$ cat src/rtl/fifo_storage_if.sv
// Handshake/data bundle between the FIFO control path and fifo_storage.
// master: upstream side (drives requests, pointers, write data).
// slave : fifo_storage (returns read data, acks, occupancy and flags).
interface fifo_storage_if #(
  parameter int unsigned DATA_WIDTH = 8,
  parameter int unsigned ADDR_WIDTH = 3
) ();

  logic                  write_signal;
  logic                  read_signal;
  logic [ADDR_WIDTH-1:0] write_addr;
  logic [ADDR_WIDTH-1:0] read_addr;
  logic [DATA_WIDTH-1:0] data_in;
  logic [DATA_WIDTH-1:0] data_out;
  logic                  data_valid;
  logic                  wr_ack;
  logic                  rd_ack;
  logic [ADDR_WIDTH:0]   count;
  logic                  full;
  logic                  empty;
  logic                  overflow;
  logic                  underflow;

  modport master (
    output write_signal, read_signal, write_addr, read_addr, data_in,
    input  data_out, data_valid, wr_ack, rd_ack, count, full, empty,
           overflow, underflow
  );

  modport slave (
    input  write_signal, read_signal, write_addr, read_addr, data_in,
    output data_out, data_valid, wr_ack, rd_ack, count, full, empty,
           overflow, underflow
  );

endinterface

$ cat src/rtl/fifo_storage.sv
// fifo_storage: 2**ADDR_WIDTH-entry register-file memory behind the FIFO
// control path. Stores accepted writes, returns registered read data with
// one cycle of latency, tracks its own occupancy and decodes full/empty.
//
// Ports:
//   clk  - rising-edge clock
//   rst  - asynchronous active-low reset
//   bus  - fifo_storage_if.slave: write_signal/read_signal, write_addr/
//          read_addr, data_in in; data_out, data_valid, wr_ack, rd_ack,
//          count, full, empty, overflow, underflow out.
//
// Optional feature macro: FIFO_STORAGE_ERR_FLAG_EN
//   defined   - sticky overflow/underflow flags, cleared only by rst
//   undefined - overflow/underflow tied to 0
module fifo_storage #(
  parameter int unsigned DATA_WIDTH = 8,
  parameter int unsigned ADDR_WIDTH = 3
) (
  input  logic          clk,
  input  logic          rst,
  fifo_storage_if.slave bus
);

  localparam int unsigned DEPTH = 1 << ADDR_WIDTH;
  localparam int unsigned CNT_W = ADDR_WIDTH + 1;

  logic [DATA_WIDTH-1:0] mem_q [DEPTH];
  logic [CNT_W-1:0]      count_q, count_d;
  logic [DATA_WIDTH-1:0] data_out_q, data_out_d;
  logic                  data_valid_q, data_valid_d;
  logic                  full_c, empty_c, wr_ack_c, rd_ack_c;

  // Flags decode from the registered count only, so they are glitch-free.
  always_comb begin
    full_c   = (count_q == CNT_W'(DEPTH));
    empty_c  = (count_q == CNT_W'(0));
    wr_ack_c = bus.write_signal & ~full_c;
    rd_ack_c = bus.read_signal & ~empty_c;
  end

  // Next-state for count and read port; read sees the pre-edge word,
  // giving read-before-write when both hit the same address.
  always_comb begin
    count_d      = count_q;
    data_out_d   = data_out_q;
    data_valid_d = 1'b0;
    case ({wr_ack_c, rd_ack_c})
      2'b10:   count_d = count_q + CNT_W'(1);
      2'b01:   count_d = count_q - CNT_W'(1);
      default: count_d = count_q;
    endcase
    if (rd_ack_c) begin
      data_out_d   = mem_q[bus.read_addr];
      data_valid_d = 1'b1;
    end
  end

  // Control/read registers.
  always_ff @(posedge clk or negedge rst) begin
    if (!rst) begin
      count_q      <= '0;
      data_out_q   <= '0;
      data_valid_q <= 1'b0;
    end else begin
      count_q      <= count_d;
      data_out_q   <= data_out_d;
      data_valid_q <= data_valid_d;
    end
  end

  // Storage array; rejected writes leave it untouched.
  always_ff @(posedge clk or negedge rst) begin
    if (!rst) begin
      for (int unsigned i = 0; i < DEPTH; i++) begin
        mem_q[i] <= '0;
      end
    end else if (wr_ack_c) begin
      mem_q[bus.write_addr] <= bus.data_in;
    end
  end

`ifdef FIFO_STORAGE_ERR_FLAG_EN
  logic overflow_q, overflow_d;
  logic underflow_q, underflow_d;

  // Sticky error flags: any request against a full/empty store.
  always_comb begin
    overflow_d  = overflow_q | (bus.write_signal & full_c);
    underflow_d = underflow_q | (bus.read_signal & empty_c);
  end

  always_ff @(posedge clk or negedge rst) begin
    if (!rst) begin
      overflow_q  <= 1'b0;
      underflow_q <= 1'b0;
    end else begin
      overflow_q  <= overflow_d;
      underflow_q <= underflow_d;
    end
  end

  assign bus.overflow  = overflow_q;
  assign bus.underflow = underflow_q;
`else
  assign bus.overflow  = 1'b0;
  assign bus.underflow = 1'b0;
`endif

  assign bus.data_out   = data_out_q;
  assign bus.data_valid = data_valid_q;
  assign bus.count      = count_q;
  assign bus.full       = full_c;
  assign bus.empty      = empty_c;
  assign bus.wr_ack     = wr_ack_c;
  assign bus.rd_ack     = rd_ack_c;

endmodule

$ cat src/flat_wrapper.sv
// flat-port wrapper written by rule: the top's interface ports become plain ports
module fifo_storage_flat 
#(
  parameter int unsigned DATA_WIDTH = 8,
  parameter int unsigned ADDR_WIDTH = 3
)
  (clk, rst, bus_write_signal, bus_read_signal, bus_write_addr, bus_read_addr, bus_data_in, bus_data_out, bus_data_valid, bus_wr_ack, bus_rd_ack, bus_count, bus_full, bus_empty, bus_overflow, bus_underflow);
  fifo_storage_if #(.DATA_WIDTH(DATA_WIDTH), .ADDR_WIDTH(ADDR_WIDTH)) bus_i ();
  input  logic clk;
  input  logic rst;
  input wire logic [$bits(bus_i.write_signal)-1:0] bus_write_signal;
  input wire logic [$bits(bus_i.read_signal)-1:0] bus_read_signal;
  input wire logic [$bits(bus_i.write_addr)-1:0] bus_write_addr;
  input wire logic [$bits(bus_i.read_addr)-1:0] bus_read_addr;
  input wire logic [$bits(bus_i.data_in)-1:0] bus_data_in;
  output wire logic [$bits(bus_i.data_out)-1:0] bus_data_out;
  output wire logic [$bits(bus_i.data_valid)-1:0] bus_data_valid;
  output wire logic [$bits(bus_i.wr_ack)-1:0] bus_wr_ack;
  output wire logic [$bits(bus_i.rd_ack)-1:0] bus_rd_ack;
  output wire logic [$bits(bus_i.count)-1:0] bus_count;
  output wire logic [$bits(bus_i.full)-1:0] bus_full;
  output wire logic [$bits(bus_i.empty)-1:0] bus_empty;
  output wire logic [$bits(bus_i.overflow)-1:0] bus_overflow;
  output wire logic [$bits(bus_i.underflow)-1:0] bus_underflow;
  assign bus_i.write_signal = bus_write_signal;
  assign bus_i.read_signal = bus_read_signal;
  assign bus_i.write_addr = bus_write_addr;
  assign bus_i.read_addr = bus_read_addr;
  assign bus_i.data_in = bus_data_in;
  assign bus_data_out = bus_i.data_out;
  assign bus_data_valid = bus_i.data_valid;
  assign bus_wr_ack = bus_i.wr_ack;
  assign bus_rd_ack = bus_i.rd_ack;
  assign bus_count = bus_i.count;
  assign bus_full = bus_i.full;
  assign bus_empty = bus_i.empty;
  assign bus_overflow = bus_i.overflow;
  assign bus_underflow = bus_i.underflow;
  fifo_storage #(.DATA_WIDTH(DATA_WIDTH), .ADDR_WIDTH(ADDR_WIDTH)) u_core (.clk(clk), .rst(rst), .bus(bus_i));
endmodule
$ cat config.mk
export PLATFORM = sky130hd
export DESIGN_NAME = fifo_storage_flat
export DESIGN_NICKNAME = d
export VERILOG_FILES = /design/src/rtl/fifo_storage_if.sv /design/src/rtl/fifo_storage.sv /design/src/flat_wrapper.sv
export SDC_FILE = /design/constraint.sdc
export NUM_CORES = 1
export LEC_CHECK = 0
export CORE_ASPECT_RATIO = 1.25
export CORE_MARGIN = 2
export CORE_UTILIZATION = 61
export DETAILED_ROUTE_END_ITERATION = 16
export GPL_ROUTABILITY_DRIVEN = 0
export HOLD_SLACK_MARGIN = 0.06
export PLACE_DENSITY = 0.85
export SYNTH_ARGS = -nofsm -noshare
export SYNTH_HDL_FRONTEND = slang
export SYNTH_SLANG_ARGS = --single-unit
$ cat constraint.sdc
create_clock -name clk -period 3.9 [get_ports clk]
set_clock_uncertainty 0.1 [all_clocks]
set_input_delay 0.78 -clock clk [delete_from_list [all_inputs] [get_ports clk]]
set_output_delay 0.78 -clock clk [all_outputs]
set_load 0.03 [all_outputs]
-- Yosys cells after proc, flatten, opt, wreduce, memory -nomap -nowiden
Cells that the tools add are included.
- register bits after elaboration: 77
- bits in latches: 0
- RAM bits: 0
- memory bits (read-only): 0
- input bits: 18
- output and inout port bits: 19
- word-level logic and storage cells: 36
- memories kept: 0
- add/sub/neg operators: 2
- $mul: 0
- divide/modulo/power cells: 0
- magnitude comparators: 3
- eq/ne operators: 3
- shift-type cells: 0
- mux-type cells: 8
- bitwise logic cells: 6
- reductions and logical operators: 3
- operators by type and width (cell ; number):
    $bwmux W64 ; 1
    $bmux W8 S3 ; 1
    $demux W8 S3 ; 1
    $mux W8 ; 3
    $ge A4 B4 Y1 const B ; 2
    $not A3 Y4 ; 2
    $pmux W4 S2 ; 1
    $add A4 B1 Y4 const B ; 1
    $eq A4 B4 Y1 const B ; 1
    $logic_not A4 Y1 ; 1
    $lt A4 B1 Y1 const B ; 1
    $sub A4 B1 Y4 const B ; 1
    $and A1 B1 Y1 ; 2
    $eq A2 B1 Y1 const B ; 1
    $eq A2 B2 Y1 const B ; 1
    $not A1 Y1 ; 2
    $reduce_bool A2 Y1 ; 1
    $logic_and A1 B1 Y1 ; 1
    $mux W1 ; 1

-- Depth between registers and ports, before layout
Gate-level depths: netlist of run 1.
- depth after elaboration: 6
- depth in mapped cells: 10

-- Worst setup path after synthesis of run 1
No wires, ideal clock.
- kind: register -> register
- start point: reg u_core.count_q[0] (netlist: u_core.bus.count[0])
- end point: reg u_core.count_q[3] (netlist: u_core.bus.count[3])
- setup time: 0.116 ns
- arrival time: 3.608 ns
- required time: 3.684 ns
- slack: 0.077 ns
- stages on the path, launching flop included: 10
- buffers on the path: 1
- clock period less this slack: 3.823 ns
- path through: dfrtp_1 -> nor4_1 -> nand2b_1 -> clkbuf_1 -> inv_1 -> ha_1 -> ha_1 -> a21oi_1 -> o21ai_0 -> o311ai_0
- word-level cells in the longest chain between the ends: 5
- elaborated cells between the ends (all ways): 12
- RTL lines (item ; line ; text):
    from (decl) ; fifo_storage.sv:28 ; logic [CNT_W-1:0] count_q, count_d;
    from (signal assigned) ; fifo_storage.sv:65 ; count_q <= count_d;
    $logic_not A4 Y1 * ; fifo_storage.sv:36 ; empty_c = (count_q == CNT_W'(0));
    named net bus_empty ; flat_wrapper.sv:22 ; output wire logic [$bits(bus_i.empty)-1:0] bus_empty;
    $not A1 Y1 * ; fifo_storage.sv:38 ; rd_ack_c = bus.read_signal & ~empty_c;
    $and A1 B1 Y1 * ; fifo_storage.sv:38 ;
    named net bus_rd_ack ; flat_wrapper.sv:19 ; output wire logic [$bits(bus_i.rd_ack)-1:0] bus_rd_ack;
    $eq A2 B1 Y1 or $eq A2 B2 Y1 (tied branches) ; fifo_storage.sv:47 ; case ({wr_ack_c, rd_ack_c})
    $pmux W4 S2 or $reduce_bool A2 Y1 (tied branches) ; n/a ;
The timed path passes the listed nets; every way through them passes the cells marked *.
A chain may end at the register's enable or synchronous reset.

-- Worst setup path after layout of run 1
- start point: reg u_core.count_q[0] (netlist: u_core.bus.count[0])
- end point: out bus_rd_ack
- word-level cells in the longest chain between the ends: 3
- RTL lines (item ; line):
    $logic_not A4 Y1 ; fifo_storage.sv:36
    $not A1 Y1 ; fifo_storage.sv:38
    $and A1 B1 Y1 ; fifo_storage.sv:38
    to (decl) ; flat_wrapper.sv:19
No other way between the ends.

==> results.cfg, run 1 <==
[status]
status = completed

[synth]
ys_seq_area_share_pct = 52.79
ys_types = 36
synthSimpleGateAreaFrac_pct = 6.616
syn_area_mm2 = 0.003650
async_reset_ff_share_pct = 100.0
yosys_warnings = 0
synthFlopType = dfrtp_1
synth_cells = 265
netlist_top_cells_count = dfrtp_1, mux2_2, mux2i_1
synth.avg_cell_area_um2 = 13.77
synth_compound_area_share_pct = 5.451
yosys-top-cells-area = dfrtp_1, mux2_2, mux2i_1, mux2_4, a221o_1
synth_adder_area_share_pct = 1.577
synth_edf_count = 0
synth_top_family_by_area = multiplexers
synth-seq-cells = 77
synth_largest_area_cell = dfrtp_1
synth_top_area_share_pct = 52.79
synth.most_common_cell = dfrtp_1
muxShareOfSynthArea_pct = 30.17
synth_xor_area_share_pct = 0.4799

[sta]
hold_viol_final = 0
relSlewSlack_pct = 36.78
period_needed_ns = 3.371
worst_slack_ns = 0.5294
final-max-slew-violation-count = 0
fin_crit_sh_pct = 86.43
setup_viol = 0
fin_setup_tns_ns = 0
rsz0062_at_grt = false
fmax_mhz = 296.7
worstMarginPinSlew_ns = 0.9484

[pwr]
leakage_uw = 0.001852
switching_share_pct = 32.91
power.share.combinational_pct = 34.5
pwr_density_cell_mw_per_mm2 = 633.5
seq_power_share_pct = 46.7
cell_internal_pwr_uw = 1771
p_sw_uw = 868.5
irDropWorstVdd_mv = 0.5354
clockPowerShare_pct = 18.9

[clock_network]
clock_path_buffers = 2
htree_num_levels = 3
cts_buffers = 9
cts_root_buf = clkbuf_8
post_cts_buffers = 0
clk_latency_ns = 0.35
clkTransAtPathRegs_ns = 0.07
cts_tree = yes
hold_buffers = 0
post_cts_resized = 0
clkSinkCount = 77

[detailed_routing]
totalWireLength_um = 7217
drtAntennaViolNets = 0
wl_per_cell_um = 19.66
dr_total_vias = 2256
drt_first_pass_iters = 4
drtIter0Drc = 157
avgViaCountPerCell = 6.147
drc = 0

[cells_and_area]
finalNetCount = 320
fillCellCount = 382
drive_gt1_share_pct = 35.22
areaGrowthSynthToFinish_pct = 14.16
diodes = 0

[critical_path]
cp.arrival_ns = 2.49
worstRegToRegCells = 9
rr_startpoint = u_core.bus.count[0]
end_kind = primary output
path_class = reg -> out
crit_fanout = 17
rrSetupSlack_ns = 0.75
worstSetupStartpointType = flip-flop
reg2reg_to = u_core.bus.count[3]
worstPathRequired_ns = 3.02

[placement]
numPortBuffers = 34
post-place-ws_ns = 0.7142
place_hpwl_um = 4570

[min_path]
holdCritStartpoint = u_core.bus.data_out[7]
hold_path.class = reg -> reg
hold-path-endpoint = u_core.bus.data_out[7]
hold_depth = 2

[grt]
antenna_found_initial = 0
grt_pass1_vias = 2213
track_usage_pct = 23.95
overflow = 0
grt_pass1_wl_um = 11790
grt_start_max_net_pins = 78

[floorplanning]
rows = 31
ios = 37
dieWidth_um = 73.19
core_mm2 = 0.005779
fp.dieH_um = 90.48
die-area_mm2 = 0.006622
initial_utilization_pct = 63.15

[run]
maxCapViolations = 0
-- per-stage QoR --
step           cell area (µm²)  std cells  power, µW  util, %  hold slack [ns]
2_1_floorplan             3654        266       1850        -           0.3737
3_3_place_gp              4013        353       2108    69.43           0.3603
3_5_place_dp              4013        353       2155    69.43           0.3693
4_1_cts                   4167        367       2651    72.09           0.3860
5_1_grt                   4167        367       2788    72.09           0.4062
6_report                  4167        367       2639    72.09           0.3805
-- cell families after synthesis --
| logic type | count (synthesis) |
|---|---|
| simple gates | 33 |
| compound gates | 29 |
| buf+inv | 22 |
| other cells | 1 |
| xor+xnor | 2 |
| mux | 97 |
| fa+ha+maj | 4 |
| flops | 77 |
-- power groups by stage --
stage / Sequential [µW] / Combinational (µW) / Clock (µW)
after global routing: 1260 / 985 / 538
after global placement: 1230 / 882 / 0
after CTS: 1230 / 915 / 506
after floorplan: 1320 / 534 / 0
final: 1230 / 910 / 498
after detailed placement: 1240 / 910 / 0
-- final cells by class --
cell class              count  area (µm²)  share of cell area, %
flip-flops and latches     77        1927                  46.25
multi-input cells         167        1624                  38.98
repair buffers             36       352.8                  8.468
clock buffers               9       123.9                  2.973
well taps                  66       82.58                  1.982
clock inverters             5       30.03                 0.7207
inverters                   7       26.28                 0.6306
-- flip-flops by register name, indices dropped and copies added (netlist names) --
signal / flops
u_core.mem_q: 64
u_core.bus.data_valid: 1
u_core.bus.data_out: 8
u_core.bus.count: 4
-- critical path: stages (launching register included) --
cell             delay (ns)
dfrtp_1                0.47
nor4_1                 0.59
nand2b_1               0.18
buf_4                  0.20
inv_1                  0.10
clkdlybuf4s50_1        0.60
-- layout by cell type (no fill, tap or decap), drive strengths merged --
cell	Yosys	routed
a21oi	1	1
a221o	8	8
buf	10	3
clkbuf	5	9
clkdlybuf4s50	0	33
clkinv	0	3
clkinvlp	0	2
conb	1	2
dfrtp	77	77
fa	1	1
ha	3	3
inv	7	7
mux2	80	80
mux2i	17	17
nand2	11	11
nand2b	4	4
nand3	1	1
nand3b	1	1
nand4	1	1
nand4b	4	4
nor2	2	2
nor2b	1	1
nor3	1	1
nor3b	1	1
nor4	2	2
nor4b	1	1
o21ai	11	11
o22ai	8	8
o311ai	1	1
or3	1	1
or4b	2	2
xnor2	1	1
xor2	1	1
-- worst max-delay path by stage --
stage / startpoint / slack, ns / depth (start not counted) / endpoint
2_1_floorplan: u_core.bus.count[0] / 0.08 / 9 / u_core.bus.count[3]
3_3_place_gp: bus_read_signal / 0.74 / 5 / bus_rd_ack
3_5_place_dp: bus_read_signal / 0.71 / 9 / u_core.bus.count[3]
4_1_cts: u_core.bus.count[0] / 0.52 / 5 / bus_rd_ack
5_1_grt: u_core.bus.count[0] / 0.40 / 5 / bus_rd_ack
6_report: u_core.bus.count[0] / 0.53 / 5 / bus_rd_ack
-- metal layers --
layer / wire length, µm / share of wire, % / global-route usage [%] / up-vias
met5: 0 / 0 / 0 / -
met4: 136 / 1.9 / 10.49 / 0
met3: 281 / 3.9 / 5.134 / 13
met2: 3442 / 48 / 33.48 / 57
met1: 3358 / 47 / 35.80 / 1161
li1: - / - / - / 1025
Power figures use the tool's default switching activity.
==> inputs of run 2 (changes only) <==
--- a/config.mk
+++ b/config.mk
@@ -7,11 +7,10 @@
 export LEC_CHECK = 0
 export CORE_ASPECT_RATIO = 1.25
 export CORE_MARGIN = 2
-export CORE_UTILIZATION = 61
+export CORE_UTILIZATION = 63
+export CTS_BUF_LIST = sky130_fd_sc_hd__clkbuf_4 sky130_fd_sc_hd__clkbuf_8
 export DETAILED_ROUTE_END_ITERATION = 16
-export GPL_ROUTABILITY_DRIVEN = 0
-export HOLD_SLACK_MARGIN = 0.06
-export PLACE_DENSITY = 0.85
+export PLACE_DENSITY = 0.87
 export SYNTH_ARGS = -nofsm -noshare
 export SYNTH_HDL_FRONTEND = slang
 export SYNTH_SLANG_ARGS = --single-unit
==> run 2 against run 1 <==
Against the previous run:
- die area is 3.0% lower
- sequential power about the same
- count of clock-buffer cells in the layout grew 2
- final cell count is 0.54% higher
- register-to-register slack improved by 0.18 ns
- flip-flop and latch count unchanged
- clock power increased by 51%
- routed wire length rose by 3.5%
- critical path type unchanged
- largest cell class unchanged
- highest routed layer unchanged
==> results.cfg, run 2 (synthesized netlist as in run 1, its figures left out) <==
[status]
status = completed

[floorplanning]
fp.dieH_um = 89.10
dieWidth_um = 72.08
die-area_mm2 = 0.006422
rows = 31
ios = 37
core_mm2 = 0.005702
initial_utilization_pct = 64.01

[clock_network]
clock_path_buffers = 2
clkTransAtPathRegs_ns = 0.08
post_cts_buffers = 0
cts_root_buf = clkbuf_8
post_cts_resized = 0
hold_buffers = 0
htree_num_levels = 3
cts_tree = yes
cts_buffers = 9
clkSinkCount = 77
clk_latency_ns = 0.35

[sta]
setup_viol = 0
hold_viol_final = 0
relSlewSlack_pct = 36.37
worstMarginPinSlew_ns = 0.9544
fmax_mhz = 301.4
fin_crit_sh_pct = 85.07
final-max-slew-violation-count = 0
period_needed_ns = 3.318
rsz0062_at_grt = false
fin_setup_tns_ns = 0
fin_hold_ws_ns = 0.3819

[grt]
grt_pass1_wl_um = 11860
grt_start_max_net_pins = 78
antenna_found_initial = 0
overflow = 0
grt_pass1_vias = 2285
track_usage_pct = 25.35

[critical_path]
crit_fanout = 17
worstPathRequired_ns = 3.02
startpoint = u_core.bus.count[0]
cp.arrival_ns = 2.44
end_kind = primary output
path_class = reg -> out
rr_startpoint = u_core.bus.count[0]
worstSetupStartpointType = flip-flop

[min_path]
holdCritStartpoint = u_core.bus.data_out[5]
hold_path.class = reg -> reg

[placement]
gp_congestion = 0.7563
place_hpwl_um = 4723
numPortBuffers = 34

[detailed_routing]
drt_first_pass_iters = 4
dr_total_vias = 2290
avgViaCountPerCell = 6.206
wl_per_cell_um = 20.25
drtIter0Drc = 199
drc = 0
drtAntennaViolNets = 0
totalWireLength_um = 7473

[pwr]
pwr_density_cell_mw_per_mm2 = 681.7
irDropWorstVdd_mv = 0.5343
leakage_uw = 0.001899

[cells_and_area]
final_common_cell = dfrtp_1
diodes = 0
finalNetCount = 320
largest_reg_flops = 64
drive_gt1_share_pct = 35.64
areaGrowthSynthToFinish_pct = 16.83
top_register = u_core.mem_q
layout_common_cells = dfrtp_1, mux2_2, clkdlybuf4s50_1
fillCellCount = 379

[run]
maxCapViolations = 0
run 2: worst paths after layout:
path,to,slack (ns),cells after the start
worst max-delay path,bus_rd_ack,0.58,5
worst max register to register,u_core.bus.count[3],0.93,9
worst min register to register,u_core.bus.data_out[5],0.38,2
worst min-delay path,u_core.bus.data_out[5],0.38,2
max in group asynchronous,u_core.mem_q[52],2.61,1
min in group asynchronous,u_core.mem_q[49],0.47,1
run 2: stage by stage:
stage	worst slack [ns]	util [%]	total power (µW)	std cells	cell area, µm²
global placement	0.7578	70.38	2113	353	4013
detailed placement	0.7507	70.38	2166	353	4013
CTS	0.5793	74.79	2919	369	4264
global route	0.5023	74.79	3052	369	4264
finish	0.5824	74.79	2907	369	4264
floorplan	0.07685	-	1850	266	3654
run 2: power breakdown:
group | leakage (µW) | internal (µW) | switching (µW)
sequential | 0.000925 | 1070 | 167
combinational | 0.000850 | 481 | 438
clock | 0.000124 | 452 | 298
run 2: final cells by class:
cell class | instances | area [µm²] | share of cell area [%]
Sequential cell | 77 | 1927 | 45.19
Multi-Input combinational cell | 167 | 1624 | 38.09
Timing Repair Buffer | 36 | 352.8 | 8.275
Clock buffer | 11 | 145.1 | 3.404
Clock inverter | 5 | 106.4 | 2.494
Tap cell | 66 | 82.58 | 1.937
Inverter | 7 | 26.28 | 0.6162
run 2: layer usage:
layer	wire [µm]	global-route usage, %	up-vias	share of wire (%)
met5	0	0	-	0
met4	153	11.84	0	2.0
met3	349	5.750	12	4.7
met2	3692	40.37	68	49
met1	3278	33.26	1172	44
li1	-	-	1038	-
run 2: critical path, cell delays in order (launching register included):
cell and delay, ns:
dfrtp_1 0.47, nor4_1 0.53, nand2b_1 0.18, buf_4 0.20
inv_1 0.10, clkdlybuf4s50_1 0.60
==> inputs of run 3 (changes only) <==
--- a/config.mk
+++ b/config.mk
@@ -5,8 +5,8 @@
 export SDC_FILE = /design/constraint.sdc
 export NUM_CORES = 1
 export LEC_CHECK = 0
+export CAP_MARGIN = 20
 export CORE_ASPECT_RATIO = 1.25
-export CORE_MARGIN = 2
 export CORE_UTILIZATION = 63
 export CTS_BUF_LIST = sky130_fd_sc_hd__clkbuf_4 sky130_fd_sc_hd__clkbuf_8
 export DETAILED_ROUTE_END_ITERATION = 16
==> run 3 against run 2 <==
Against the previous run:
- sequential share of layout area grew 0.95 points
- count of clock-buffer cells in the layout shrank 2
- largest power group unchanged
- critical path type is now in -> out
- largest cell class unchanged
- non-clock buffer count is the same
- core utilization grew 0.91 points
- hold slack gained 0.00097 ns
- register-to-register slack gained 0.24 ns
- total power shrank 8.7%
- highest routed layer unchanged
- sequential power is essentially flat
==> results.cfg, run 3 (synthesized netlist as in run 1, its figures left out) <==
[status]
status = completed

[detailed_routing]
wl_per_cell_um = 19.53
drtAntennaViolNets = 0
drtIter0Drc = 178
totalWireLength_um = 7169
drc = 0
avgViaCountPerCell = 6.087
drt_first_pass_iters = 5
dr_total_vias = 2234

[clock_network]
post_cts_buffers = 0
cts_buffers = 9
cts_tree = yes
clk_latency_ns = 0.35
hold_buffers = 0
clkSinkCount = 77
cts_root_buf = clkbuf_8
post_cts_resized = 0
clock_path_buffers = 2
clkTransAtPathRegs_ns = 0.08
htree_num_levels = 3

[grt]
track_usage_pct = 26.15
grt_start_max_net_pins = 78
grt_pass1_wl_um = 11770
overflow = 0
antenna_found_initial = 0
grt_pass1_vias = 2279

[min_path]
hold_path.class = reg -> reg
hold_depth = 2

[placement]
gp_congestion = 0.6983
post-place-ws_ns = 0.7481
numPortBuffers = 34
place_hpwl_um = 4606

[critical_path]
crit_fanout = 17
cp-endpoint = bus_rd_ack
cp.arrival_ns = 2.26
worstPathRequired_ns = 3.02
path_class = in -> out
worstSetupStartpointType = input port
rr_startpoint = u_core.bus.count[0]
worstRegToRegCells = 9
end_kind = primary output
startpoint = bus_read_signal
rrSetupSlack_ns = 1.17
reg2reg_to = u_core.bus.count[3]

[sta]
relSlewSlack_pct = 37.30
final-max-slew-violation-count = 0
period_needed_ns = 3.142
fmax_mhz = 318.3
worst_slack_ns = 0.7582
worstMarginPinSlew_ns = 0.9404
fin_crit_sh_pct = 80.56
rsz0062_at_grt = false
setup_viol = 0
fin_setup_tns_ns = 0
hold_viol_final = 0

[pwr]
pwr_density_cell_mw_per_mm2 = 635.4
cell_internal_pwr_uw = 1779
power.share.combinational_pct = 34.3
clockPowerShare_pct = 19.3
irDropWorstVdd_mv = 0.4714
leakage_uw = 0.001868
seq_power_share_pct = 46.4
switching_share_pct = 32.97
p_sw_uw = 875.0

[cells_and_area]
diodes = 0
final_common_cell = dfrtp_1
areaGrowthSynthToFinish_pct = 14.43
drive_gt1_share_pct = 35.64
top_register = u_core.mem_q
finalNetCount = 320
largest_reg_flops = 64
layout_common_cells = dfrtp_1, mux2_2, clkdlybuf4s50_1

[floorplanning]
initial_utilization_pct = 66.15
ios = 37
fp.dieH_um = 87.10
die-area_mm2 = 0.006103
rows = 30
dieWidth_um = 70.08
core_mm2 = 0.005518

[run]
maxCapViolations = 0
run 3: changes by cell type in the layout (fill, tap and decap cells not counted):
cell        previous run  this run
clkinv_4               0         2
inv_6                  1         0
bufinv_16              3         0
clkbuf_8              10         9
clkinv_2               0         5
clkinvlp_4             1         0
clkbuf_4               1         0
run 3: metal layers:
layer	vias to the layer above	global-route usage [%]	wire (µm)
met3	10	5.324	346
met2	58	42.31	3473
met5	-	0	0
li1	1035	-	-
met1	1131	34.87	3250
met4	0	10.55	98
run 3: worst min path at each step:
stage	startpoint	end	slack [ns]
floorplan	u_core.mem_q[16]	u_core.mem_q[16]	0.37
global placement	u_core.bus.data_out[3]	u_core.bus.data_out[3]	0.36
detailed placement	u_core.bus.data_out[1]	u_core.bus.data_out[1]	0.37
CTS	u_core.bus.data_out[1]	u_core.bus.data_out[1]	0.39
global route	u_core.mem_q[36]	u_core.mem_q[36]	0.42
finish	u_core.bus.data_out[1]	u_core.bus.data_out[1]	0.38
run 3: final cells by class:
cell class / instances / area (µm²)
timing repair buffer: 36 / 352.8
tap: 64 / 80.08
inverter: 7 / 26.28
fill: 362 / 1341
clock buffer: 9 / 123.9
sequential: 77 / 1927
multi-input combinational: 167 / 1624
clock inverter: 7 / 42.54
run 3: worst max-delay path: stages:
cell	delay [ns]
clkdlybuf4s50_1	0.45
nand2b_1	0.05
buf_4	0.19
inv_1	0.11
clkdlybuf4s50_1	0.68
run 3: power groups by stage:
stage / logic, µW / clock network (µW) / registers, µW
2_1_floorplan: 534 / 0 / 1320
3_3_place_gp: 881 / 0 / 1220
3_5_place_dp: 912 / 0 / 1250
4_1_cts: 918 / 523 / 1230
5_1_grt: 986 / 557 / 1270
6_report: 911 / 513 / 1230
run 3: through the flow:
stage               hold WS, ns  utilization, %  cells  instance area [µm²]  total power (µW)
finish                   0.3829           75.69    367                 4177              2654
global route             0.4166           75.69    367                 4177              2812
CTS                      0.3880           75.69    367                 4177              2670
detailed placement       0.3704           72.68    351                 4010              2157
global placement         0.3621           72.68    351                 4010              2105
floorplan                0.3737               -    266                 3654              1850
